--- config.mk ---
export PLATFORM = sky130hd
export DESIGN_NAME = io_signature_harness_flat
export DESIGN_NICKNAME = d
export VERILOG_FILES = /design/src/rtl/io_signature_harness_pkg.sv /design/src/rtl/io_signature_harness_if.sv /design/src/rtl/io_signature_harness_lfsr16.sv /design/src/rtl/io_signature_harness.sv /design/src/flat_wrapper.sv
export SDC_FILE = /design/constraint.sdc
export NUM_CORES = 1
export LEC_CHECK = 0
export CAP_MARGIN = 20
export CORE_MARGIN = 5
export CORE_UTILIZATION = 45
export CTS_CLUSTER_SIZE = 10
export DETAILED_ROUTE_END_ITERATION = 7
export PLACE_DENSITY = 0.87
export SLEW_MARGIN = 20
export SYNTH_ARGS = -nofsm -noshare
export SYNTH_HDL_FRONTEND = slang
export SYNTH_SLANG_ARGS = --single-unit
--- constraint.sdc ---
create_clock -name clk -period 6.9 [get_ports clk]
set_clock_uncertainty 0.15 [all_clocks]
set_input_delay 1.38 -clock clk [delete_from_list [all_inputs] [get_ports clk]]
set_output_delay 1.38 -clock clk [all_outputs]
set_load 0.02 [all_outputs]
--- src/rtl/io_signature_harness_pkg.sv ---
// Shared types, polynomial constant and the 16-bit shift/feedback step
// used by both the stimulus LFSR and the signature MISR.
package io_signature_harness_pkg;

    typedef enum logic [1:0] {
        IDLE      = 2'd0,
        RESET_DUT = 2'd1,
        RUN       = 2'd2,
        DONE      = 2'd3
    } state_e;

    // Taps at bits 15, 13, 12, 10 for x^16+x^14+x^13+x^11+1
    localparam logic [15:0] POLY_TAPS    = 16'hB400;
    localparam logic [15:0] DEFAULT_SEED = 16'hACE1;

    function automatic logic [15:0] step16(input logic [15:0] s);
        return {s[14:0], ^(s & POLY_TAPS)};
    endfunction

endpackage

--- src/rtl/io_signature_harness_if.sv ---
// Pin-side bus between the self-test harness (master) and the user core (slave).
interface io_signature_harness_if #(
    parameter int IN_W  = 8,
    parameter int OUT_W = 16
);
    logic             dut_rst_n;
    logic             dut_ena;
    logic [IN_W-1:0]  dut_in;
    logic [OUT_W-1:0] dut_out;
    logic [OUT_W-1:0] dut_oe;

    modport master (
        output dut_rst_n,
        output dut_ena,
        output dut_in,
        input  dut_out,
        input  dut_oe
    );

    modport slave (
        input  dut_rst_n,
        input  dut_ena,
        input  dut_in,
        output dut_out,
        output dut_oe
    );
endinterface

--- src/rtl/io_signature_harness_lfsr16.sv ---
// 16-bit shift register with load, step-enable and parallel xor-in:
// xor_i tied to zero gives a plain LFSR, driven by data gives a MISR.
module lfsr16
    import io_signature_harness_pkg::*;
#(
    parameter logic [15:0] RST_VAL = 16'h0000
) (
    input  logic        clk,
    input  logic        rst,
    input  logic        load_i,
    input  logic [15:0] load_val_i,
    input  logic        en_i,
    input  logic [15:0] xor_i,
    output logic [15:0] q_o
);

    logic [15:0] q_q;
    logic [15:0] q_d;

    // Next value: load has priority over stepping
    always_comb begin
        q_d = q_q;
        if (load_i) begin
            q_d = load_val_i;
        end else if (en_i) begin
            q_d = step16(q_q) ^ xor_i;
        end else begin
            q_d = q_q;
        end
    end

    // State register with synchronous reset
    always_ff @(posedge clk) begin
        if (rst) begin
            q_q <= RST_VAL;
        end else begin
            q_q <= q_d;
        end
    end

    assign q_o = q_q;

endmodule

--- src/rtl/io_signature_harness.sv ---
// BIST harness: resets the core, drives LFSR stimulus, compacts outputs into a MISR.
// Define HARNESS_OE_MASK_EN to mask observed outputs with the core's output enables.
module io_signature_harness
    import io_signature_harness_pkg::*;
#(
    parameter int          IN_W       = 8,
    parameter int          OUT_W      = 16,
    parameter int          CYCLES     = 256,
    parameter int          RST_CYCLES = 4,
    parameter logic [15:0] SEED       = DEFAULT_SEED
) (
    input  logic                    clk,
    input  logic                    rst,
    input  logic                    start,
    input  logic [15:0]             exp_sig,
    output logic                    busy,
    output logic                    done,
    output logic                    pass,
    output logic [15:0]             signature,
    io_signature_harness_if.master  core
);

    localparam int CNT_MAX = (CYCLES > RST_CYCLES) ? CYCLES : RST_CYCLES;
    localparam int CNT_W   = $clog2(CNT_MAX + 1);

    localparam logic [CNT_W-1:0] RST_LAST = CNT_W'(RST_CYCLES - 1);
    localparam logic [CNT_W-1:0] RUN_LAST = CNT_W'(CYCLES - 1);
    localparam logic [CNT_W-1:0] CNT_SAT  = CNT_W'(CNT_MAX);

    state_e           state_q;
    state_e           state_d;
    logic [CNT_W-1:0] cnt_q;
    logic [CNT_W-1:0] cnt_d;

    logic             init_s;
    logic             run_s;
    logic [15:0]      lfsr_val_s;
    logic [15:0]      misr_val_s;
    logic [15:0]      obs_s;

    logic             busy_s;
    logic             done_s;
    logic             dut_rst_n_s;
    logic             dut_ena_s;
    logic [IN_W-1:0]  dut_in_s;

`ifdef HARNESS_OE_MASK_EN
    assign obs_s = 16'(core.dut_out & core.dut_oe);
`else
    logic unused_oe_s;
    assign unused_oe_s = ^core.dut_oe;
    assign obs_s       = 16'(core.dut_out);
`endif

    // Phase sequencing and the shared phase counter
    always_comb begin
        state_d = state_q;
        cnt_d   = cnt_q;
        init_s  = 1'b0;
        run_s   = 1'b0;
        case (state_q)
            IDLE: begin
                init_s = 1'b1;
                cnt_d  = '0;
                if (start) begin
                    state_d = RESET_DUT;
                end else begin
                    state_d = IDLE;
                end
            end
            RESET_DUT: begin
                if (cnt_q == RST_LAST) begin
                    state_d = RUN;
                    cnt_d   = '0;
                end else begin
                    cnt_d = (cnt_q == CNT_SAT) ? cnt_q : cnt_q + CNT_W'(1);
                end
            end
            RUN: begin
                run_s = 1'b1;
                if (cnt_q == RUN_LAST) begin
                    state_d = DONE;
                    cnt_d   = '0;
                end else begin
                    cnt_d = (cnt_q == CNT_SAT) ? cnt_q : cnt_q + CNT_W'(1);
                end
            end
            DONE: begin
                if (start) begin
                    init_s  = 1'b1;
                    state_d = RESET_DUT;
                    cnt_d   = '0;
                end else begin
                    state_d = DONE;
                end
            end
            default: begin
                state_d = IDLE;
                cnt_d   = '0;
            end
        endcase
    end

    // FSM and counter registers
    always_ff @(posedge clk) begin
        if (rst) begin
            state_q <= IDLE;
            cnt_q   <= '0;
        end else begin
            state_q <= state_d;
            cnt_q   <= cnt_d;
        end
    end

    // Status and core-side pin decode from the registered state
    always_comb begin
        busy_s      = 1'b0;
        done_s      = 1'b0;
        dut_rst_n_s = 1'b0;
        dut_ena_s   = 1'b0;
        dut_in_s    = '0;
        case (state_q)
            IDLE: begin
                busy_s = 1'b0;
            end
            RESET_DUT: begin
                busy_s    = 1'b1;
                dut_ena_s = 1'b1;
            end
            RUN: begin
                busy_s      = 1'b1;
                dut_rst_n_s = 1'b1;
                dut_ena_s   = 1'b1;
                dut_in_s    = IN_W'(lfsr_val_s);
            end
            DONE: begin
                done_s      = 1'b1;
                dut_rst_n_s = 1'b1;
                dut_ena_s   = 1'b1;
            end
            default: begin
                busy_s = 1'b0;
            end
        endcase
    end

    lfsr16 #(
        .RST_VAL (SEED)
    ) u_stim (
        .clk        (clk),
        .rst        (rst),
        .load_i     (init_s),
        .load_val_i (SEED),
        .en_i       (run_s),
        .xor_i      (16'h0000),
        .q_o        (lfsr_val_s)
    );

    lfsr16 #(
        .RST_VAL (16'h0000)
    ) u_misr (
        .clk        (clk),
        .rst        (rst),
        .load_i     (init_s),
        .load_val_i (16'h0000),
        .en_i       (run_s),
        .xor_i      (obs_s),
        .q_o        (misr_val_s)
    );

    assign busy           = busy_s;
    assign done           = done_s;
    assign signature      = misr_val_s;
    assign pass           = done_s & (misr_val_s == exp_sig);
    assign core.dut_rst_n = dut_rst_n_s;
    assign core.dut_ena   = dut_ena_s;
    assign core.dut_in    = dut_in_s;

endmodule

--- src/flat_wrapper.sv ---
// flat-port wrapper written by rule: the top's interface ports become plain ports
module io_signature_harness_flat import io_signature_harness_pkg::*;
#(
    parameter int          IN_W       = 8,
    parameter int          OUT_W      = 16,
    parameter int          CYCLES     = 256,
    parameter int          RST_CYCLES = 4,
    parameter logic [15:0] SEED       = DEFAULT_SEED
)
  (clk, rst, start, exp_sig, busy, done, pass, signature, core_dut_rst_n, core_dut_ena, core_dut_in, core_dut_out, core_dut_oe);
  io_signature_harness_if #(.IN_W(IN_W), .OUT_W(OUT_W)) core_i ();
  input  logic clk;
  input  logic rst;
  input  logic start;
  input  logic [15:0] exp_sig;
  output logic busy;
  output logic done;
  output logic pass;
  output logic [15:0] signature;
  output wire logic [$bits(core_i.dut_rst_n)-1:0] core_dut_rst_n;
  output wire logic [$bits(core_i.dut_ena)-1:0] core_dut_ena;
  output wire logic [$bits(core_i.dut_in)-1:0] core_dut_in;
  input wire logic [$bits(core_i.dut_out)-1:0] core_dut_out;
  input wire logic [$bits(core_i.dut_oe)-1:0] core_dut_oe;
  assign core_dut_rst_n = core_i.dut_rst_n;
  assign core_dut_ena = core_i.dut_ena;
  assign core_dut_in = core_i.dut_in;
  assign core_i.dut_out = core_dut_out;
  assign core_i.dut_oe = core_dut_oe;
  io_signature_harness #(.IN_W(IN_W), .OUT_W(OUT_W), .CYCLES(CYCLES), .RST_CYCLES(RST_CYCLES), .SEED(SEED)) u_core (.clk(clk), .rst(rst), .start(start), .exp_sig(exp_sig), .busy(busy), .done(done), .pass(pass), .signature(signature), .core(core_i));
endmodule
* Word-level counts from Yosys, hierarchy flattened *
Cells that the tools add are included.

word-level totals
  bits in read-only memories = 0
  input port bits = 51
  bits in latches = 0
  bits in registers = 43
  bits in writable memories = 0
  memories kept = 0

cells by class
  bitwise operators = 2
  shift-type cells = 0
  $lt $le $gt $ge = 0
  equality and inequality tests = 10
  reduce and logical (&&, ||, !) cells = 8
  multiply operators = 0
  muxes and demuxes = 18
  add/subtract/negate cells = 1
  div/mod/pow operators = 0

operators by type and width
  kind                                                   number
  2-to-1 mux 9 bit                                       4
  case mux 9 bit (4 select lines)                        1
  parity 16 bit                                          2
  equality test 16 bit                                   1
  bitwise XOR 16 bit                                     1
  adder 9 x 1 -> 9 bit, second input constant            1
  equality test 9 x 2 -> 1 bit, second input constant    1
  equality test 9 x 8 -> 1 bit, second input constant    1
  equality test 9 bit, second input constant             1
  2-to-1 mux 8 bit                                       1
  case mux 2 bit (4 select lines)                        1
  2-to-1 mux 1 bit                                       7
  2-to-1 mux 2 bit                                       3
  OR reduction 2 bit                                     3
  equality test 2 bit, second input constant             2
  inequality test 2 x 1 -> 1 bit, second input constant  2
  OR reduction 3 bit                                     1
  equality test 2 x 1 -> 1 bit, second input constant    1
  logical NOT 2 bit                                      1
  inequality test 2 bit, second input constant           1
  case mux 1 bit (2 select lines)                        1
  AND reduction 2 bit                                    1
  bitwise AND 1 bit                                      1

* Depth between registers and ports, before layout *
Gate-level depths: netlist of the first run.

  depth after elaboration = 4
  mapped depth = 10

* By module *
A second synthesis of the first run with hierarchy kept.

second synthesis, totals
  cells, all modules = 335
  area total of the unflattened synthesis = 2,762.6 um^2

modules (own cells, without submodules)
  module                  times used  area an instance (um^2)  cells an instance  sequential area each (um^2)
  io_signature_harness    1           988.4                    127                220.2
  lfsr16 (u_core.u_misr)  1           894.6                    108                320.3
  lfsr16 (u_core.u_stim)  1           879.6                    100                320.3

* Worst setup path after synthesis of the first run *
OpenSTA, ideal clock, no wires.

  kind = input-to-output
  start = in exp_sig[10]
  end = out pass
  stages = 4
  arrival time = 2.576 ns
  slack = 2.794 ns
  buffers on the path = 0
  required time = 5.370 ns
  cell sequence = xor2_1 > nor4_1 > nand4_1 > nor4_1

on the way
  cells in the longest elaborated chain, start to end = 2

RTL lines
  element               line                         source
  from (decl)           flat_wrapper.sv:15           input logic [15:0] exp_sig;
  equality test 16 bit  io_signature_harness.sv:174  assign pass = done_s & (misr_val_s == exp_sig);
  bitwise AND 1 bit     io_signature_harness.sv:174
  to (decl)             flat_wrapper.sv:18           output logic pass;

No other way between the ends.

* Worst setup path after layout of the first run *
Same ends and word-level chain as after synthesis.

==> impl_metrics.json, run 1 <==
{
  "status": "complete, no violations",
  "synthCells": 251,
  "hold_path_depth": 1,
  "synth_area_mm2": 0.00222,
  "cts_tree": "built",
  "synth_nets": 310,
  "die-height_um": 80.2,
  "yosys.cell_types.count": 36,
  "std_cell_rows": 25,
  "initialDrtViolationCount": 107,
  "power_leakage_nw": 0.972,
  "start_util_pct": 46.6,
  "drive_above_1_share_pct": 5.14,
  "final_cell_mix": "clkdlybuf4s50_1, dfxtp_1, xnor2_1, nor2_1, a211oi_1",
  "hp-start": "u_core.u_stim.q_o[6]",
  "cts_inserted_buffers": 5,
  "antenna_found_initial": 0,
  "post_cts_buffers": 0,
  "min_path_type": "reg2reg",
  "max_freq_mhz": 207,
  "cp.arrival_ns": 3.30,
  "cts-root-buf": "clkbuf_8",
  "crit_path_max_incr_delay_ns": 0.65,
  "cp_slowest_cell": "clkdlybuf4s50_1",
  "hold_end": "u_core.u_stim.q_o[6]",
  "gr-total-overflow": 0,
  "r2r_slack_ns": 4.21,
  "post-route-min-period_ns": 4.83,
  "crit_path_max_fanout": 1,
  "vias": 1953,
  "cap_violations": 0,
  "insertion_delay_ns": 0.30,
  "die_w_um": 80.2,
  "finalCritPeriodShare_pct": 70.1,
  "hold_buffers": 0,
  "nets": 370,
  "drt_pass1_iterations": 4,
  "routedWlPerCell_um": 14.3,
  "fin_area_mm2": 0.00298,
  "worstMarginPinSlew_ns": 0.951,
  "syn_to_final_growth_pct": 34.6,
  "grt_max_degree": 54,
  "ys_seq_area_share_pct": 38.8,
  "drc": 0,
  "cts_sinks": 43,
  "final_max_slew_viol_count": 0,
  "yosysWarnings": 0,
  "coreArea_mm2": 0.00475,
  "hold_violations": 0,
  "dpl_cell_area_mm2": 0.00290,
  "clock_path_buffers": 2,
  "rr_endpoint": "u_core.cnt_q[3]",
  "routed_wl_mm": 5.39,
  "dieArea_mm2": 0.00643,
  "viasPerCell": 5.17,
  "reg2regPathDepth": 6,
  "synth_top_area_share_pct": 38.8,
  "track_usage_pct": 17.5,
  "worstSetupPathType": "in2out",
  "finalSetupViolations": 0,
  "antenna_left": 0,
  "fin_tns_setup_ns": 0,
  "slew_headroom_pct": 36.6,
  "rsz0062_at_grt": "false",
  "cts-htree-levels": 2,
  "cp_cell_sequence": "clkdlybuf4s50_1 -> xor2_1 -> nor4_1 -> nand4_1 -> nor4_1 -> clkdlybuf4s50_1",
  "final_common_cell": "clkdlybuf4s50_1",
  "portBuffers": 63,
  "grt_pass1_vias": 1922,
  "dp.final_hpwl_mm": 3.94,
  "cts.clk_slew.worst_paths_ns": 0.07,
  "io_pins": 80,
  "critPathLaunchType": "input port",
  "ir_drop_uv": 113,
  "insertedDiodeCount": 0,
  "power.density_mw_per_mm2": 200,
  "place.gp.congestion": 0.779,
  "required_ns": 5.37,
  "yosysTopAreaCell": "dfxtp_1",
  "ctsResizeCount": 0,
  "grt_pass1_wl_mm": 8.95,
  "r2r_start": "u_core.state_q[0]",
  "ys_ff_latch": 43,
  "cp-end-kind": "output port",
  "synth.avg_cell_area_um2": 8.83,
  "synth_area_leaders": "dfxtp_1, xnor2_1, a211oi_1"
}
## where the power goes
group	switching, mW	internal [mW]	total [mW]
Combinational	0.0839	0.0780	0.162
Sequential	0.0128	0.259	0.272
Clock	0.0842	0.0786	0.163
## cell usage after synthesis
cell	n
dfxtp_1	43
xnor2_1	34
nor2_1	29
a211oi_1	17
a21oi_1	15
nand2_1	12
inv_1	10
and2_1	8
clkbuf_1	8
ha_1	8
mux2i_1	8
nand3_1	7
o21ai_0	7
nand2b_1	4
nand4_1	4
o31ai_1	4
xor2_1	4
a211o_1	3
nor2b_1	3
and3_1	2
buf_1	2
nor4_1	2
or2_2	2
or4_1	2
or4_4	2
a21o_1	1
a21oi_2	1
mux2_2	1
nor3_1	1
o2111ai_1	1
o21a_1	1
o21ai_2	1
o221a_1	1
o22ai_1	1
or3_1	1
or4b_2	1
## final cells by class
cell class	instances	area [um2]
tap	67	83.8
sequential	43	861
clock buffer	6	82.6
multi-input combinational	188	1280
timing repair buffer	63	631
inverter	10	37.5
fill	426	1770
clock inverter	1	5.00
## how the worst max path moves through the flow
| stage | start | end | depth (start not counted) |
|---|---|---|---|
| after floorplan | exp_sig[10] | pass | 4 |
| after global placement | exp_sig[10] | pass | 6 |
| after detailed placement | exp_sig[10] | pass | 6 |
| after CTS | exp_sig[10] | pass | 6 |
| after global routing | exp_sig[10] | pass | 6 |
| final | exp_sig[10] | pass | 6 |
## critical path: cells and delay by family
family,cells,cell delay [ns]
XOR/XNOR,1,0.15
AND/OR/NAND/NOR,3,0.71
buffers and inverters,2,1.07
## through the flow
| step | power, mW | worst slack, ns | utilization (%) | cells | hold WS [ns] |
|---|---|---|---|---|---|
| after floorplan | 0.379 | 2.79 | - | 251 | 0.282 |
| after global placement | 0.436 | 2.12 | 60.9 | 371 | 0.289 |
| after detailed placement | 0.440 | 2.05 | 60.9 | 371 | 0.301 |
| after CTS | 0.599 | 2.05 | 62.8 | 378 | 0.318 |
| after global routing | 0.629 | 1.91 | 62.8 | 378 | 0.333 |
| final | 0.597 | 2.07 | 62.8 | 378 | 0.317 |
## routing by layer
| layer | vias up | wire length, um | share of wire (%) | GRT usage [%] |
|---|---|---|---|---|
| met2 | 59 | 2570 | 48 | 27.9 |
| met1 | 892 | 2420 | 45 | 22.6 |
| li1 | 995 | - | - | - |
| met5 | - | 0 | 0 | 0 |
| met3 | 7 | 312 | 5.8 | 4.60 |
| met4 | 0 | 85 | 1.6 | 6.08 |
## sequential cells by signal, indices dropped and copies added, names as in the netlist
name,count
u_core.u_misr.q_o,16
u_core.cnt_q,9
u_core.u_stim.q_o,16
u_core.state_q,2
## cells by family after synthesis
group / after synthesis / share of synthesized area (%)
DFF: 43 / 38.8
muxes: 9 / 4.12
buffers and inverters: 20 / 3.39
adders and majority gates: 8 / 4.51
and+or+nand+nor: 80 / 18.2
xor gates and xnor gates: 38 / 15.0
AOI/OAI and AO/OA: 53 / 15.9
No activity file was read; power rests on OpenSTA's default activity.
==> run 2, diff against run 1 <==
--- a/config.mk
+++ b/config.mk
@@ -7,10 +7,10 @@
 export LEC_CHECK = 0
 export CAP_MARGIN = 20
 export CORE_MARGIN = 5
-export CORE_UTILIZATION = 45
+export CORE_UTILIZATION = 40
 export CTS_CLUSTER_SIZE = 10
 export DETAILED_ROUTE_END_ITERATION = 7
-export PLACE_DENSITY = 0.87
+export PLACE_DENSITY = 0.83
 export SLEW_MARGIN = 20
 export SYNTH_ARGS = -nofsm -noshare
 export SYNTH_HDL_FRONTEND = slang
==> constraint.sdc (replaced) <==
create_clock -name clk -period 4.11 [get_ports clk]
set_clock_uncertainty 0.15 [all_clocks]
set_input_delay 0.822 -clock clk [delete_from_list [all_inputs] [get_ports clk]]
set_output_delay 0.822 -clock clk [all_outputs]
set_load 0.02 [all_outputs]
==> run 2 against run 1 <==
Effect of this change:
- global-route usage down 2.5 points
- wire length down 2.7%
- largest power group unchanged
- via count up 0.31%
- critical path type unchanged
==> impl_metrics.json, run 2 (synthesized netlist as in run 1, its figures left out) <==
{
  "status": "complete, no violations",
  "dp.final_hpwl_mm": 4.02,
  "routed_wl_mm": 5.24,
  "switching_power_uw": 306,
  "cap_violations": 0,
  "r2r_slack_ns": 1.60,
  "initialDrtViolationCount": 68,
  "final_max_slew_viol_count": 0,
  "vias": 1959,
  "fin_area_mm2": 0.00300,
  "internal_power_uw": 686,
  "max_freq_mhz": 271,
  "cp.arrival_ns": 2.71,
  "finalSetupViolations": 0,
  "ctsResizeCount": 0,
  "hold_path_depth": 1,
  "fin_tns_setup_ns": 0,
  "rsz0062_at_grt": "false",
  "syn_to_final_growth_pct": 35.1,
  "insertedDiodeCount": 0,
  "finalCritPeriodShare_pct": 89.7,
  "critPathLaunchType": "input port",
  "power.density_mw_per_mm2": 331,
  "place.gp.congestion": 0.848,
  "cts_tree": "built",
  "post_cts_buffers": 0,
  "drt_pass1_iterations": 4,
  "drive_above_1_share_pct": 5.43,
  "coreArea_mm2": 0.00544,
  "cts-root-buf": "clkbuf_8",
  "place_inst": 377,
  "drc": 0,
  "cp-end-kind": "output port",
  "stdcell_count": 385,
  "die-height_um": 84.5,
  "hold_violations": 0,
  "track_usage_pct": 15.0,
  "post-route-min-period_ns": 3.69,
  "cts-htree-levels": 2,
  "clkPwrFrac_pct": 26.5,
  "std_cell_rows": 27,
  "antenna_found_initial": 0,
  "fin_ws_ns": 0.424,
  "gr-total-overflow": 0,
  "nets": 371,
  "worstMarginPinSlew_ns": 0.511,
  "insertion_delay_ns": 0.30,
  "cts_inserted_buffers": 5,
  "final_cell_mix": "clkdlybuf4s50_1, dfxtp_1, xnor2_1, nor2_1, a211oi_1",
  "portBuffers": 63,
  "reg2regPathDepth": 9,
  "dieArea_mm2": 0.00713,
  "hold_buffers": 0,
  "worstSetupPathType": "in2out",
  "final_core_util_pct": 55.1,
  "cts.clk_slew.worst_paths_ns": 0.08,
  "ir_drop_uv": 158,
  "slew_headroom_pct": 65.9,
  "viasPerCell": 5.09,
  "grt_pass1_vias": 1875,
  "cts_sinks": 43,
  "p_comb_share_pct": 27.3,
  "clock_path_buffers": 2,
  "grt_max_degree": 32,
  "dpl_cell_area_mm2": 0.00291,
  "grt_pass1_wl_mm": 8.74,
  "antenna_left": 0,
  "required_ns": 3.14,
  "crit_path_max_fanout": 1,
  "power_leakage_nw": 0.972,
  "io_pins": 80,
  "whs_ns": 0.325,
  "die_w_um": 84.5,
  "pre_cts_ws_ns": 0.429,
  "p_seq_share_pct": 46.1,
  "power_uw": 991,
  "swShare_pct": 30.8,
  "routedWlPerCell_um": 13.6,
  "final_common_cell": "clkdlybuf4s50_1",
  "min_path_type": "reg2reg",
  "start_util_pct": 40.8
}
run 2: cell types whose count changed in the layout (fill, tap and decap cells not counted), sizes merged:
cell / before / now
buf: 0 / 1
clkinvlp: 0 / 1
run 2: power by group through the flow:
stage / Combinational (mW) / Sequential, mW / Clock [mW]
after global routing: 0.299 / 0.461 / 0.287
final: 0.271 / 0.457 / 0.263
after detailed placement: 0.271 / 0.468 / 0
after CTS: 0.274 / 0.458 / 0.268
after floorplan: 0.166 / 0.470 / 0
after global placement: 0.267 / 0.466 / 0
run 2: worst paths after layout:
kind | startpoint | endpoint
max | exp_sig[10] | pass
min | u_core.u_stim.q_o[7] | u_core.u_stim.q_o[7]
max reg2reg | u_core.cnt_q[0] | u_core.cnt_q[3]
min reg2reg | u_core.u_stim.q_o[7] | u_core.u_stim.q_o[7]
run 2: area by class of cell:
type | instances | area, um2
fill | 488 | 2440
inverter | 10 | 37.5
clock buffer | 6 | 72.6
tap | 72 | 90.1
multi-input combinational | 188 | 1280
sequential | 43 | 861
timing repair buffer | 64 | 638
clock inverter | 2 | 12.5
run 2: critical path: stages:
cell and delay [ns]:
clkdlybuf4s50_1 0.41, xor2_1 0.15, nor4_1 0.28, nand4_1 0.14, nor4_1 0.25, clkdlybuf4s50_1 0.66
run 2: routing by layer:
metal | global-route usage, % | wire length [um] | vias up
met5 | 0 | 0 | -
met4 | 6.33 | 124 | 0
met3 | 4.32 | 279 | 13
met2 | 23.5 | 2460 | 67
met1 | 19.2 | 2380 | 884
li1 | - | - | 995
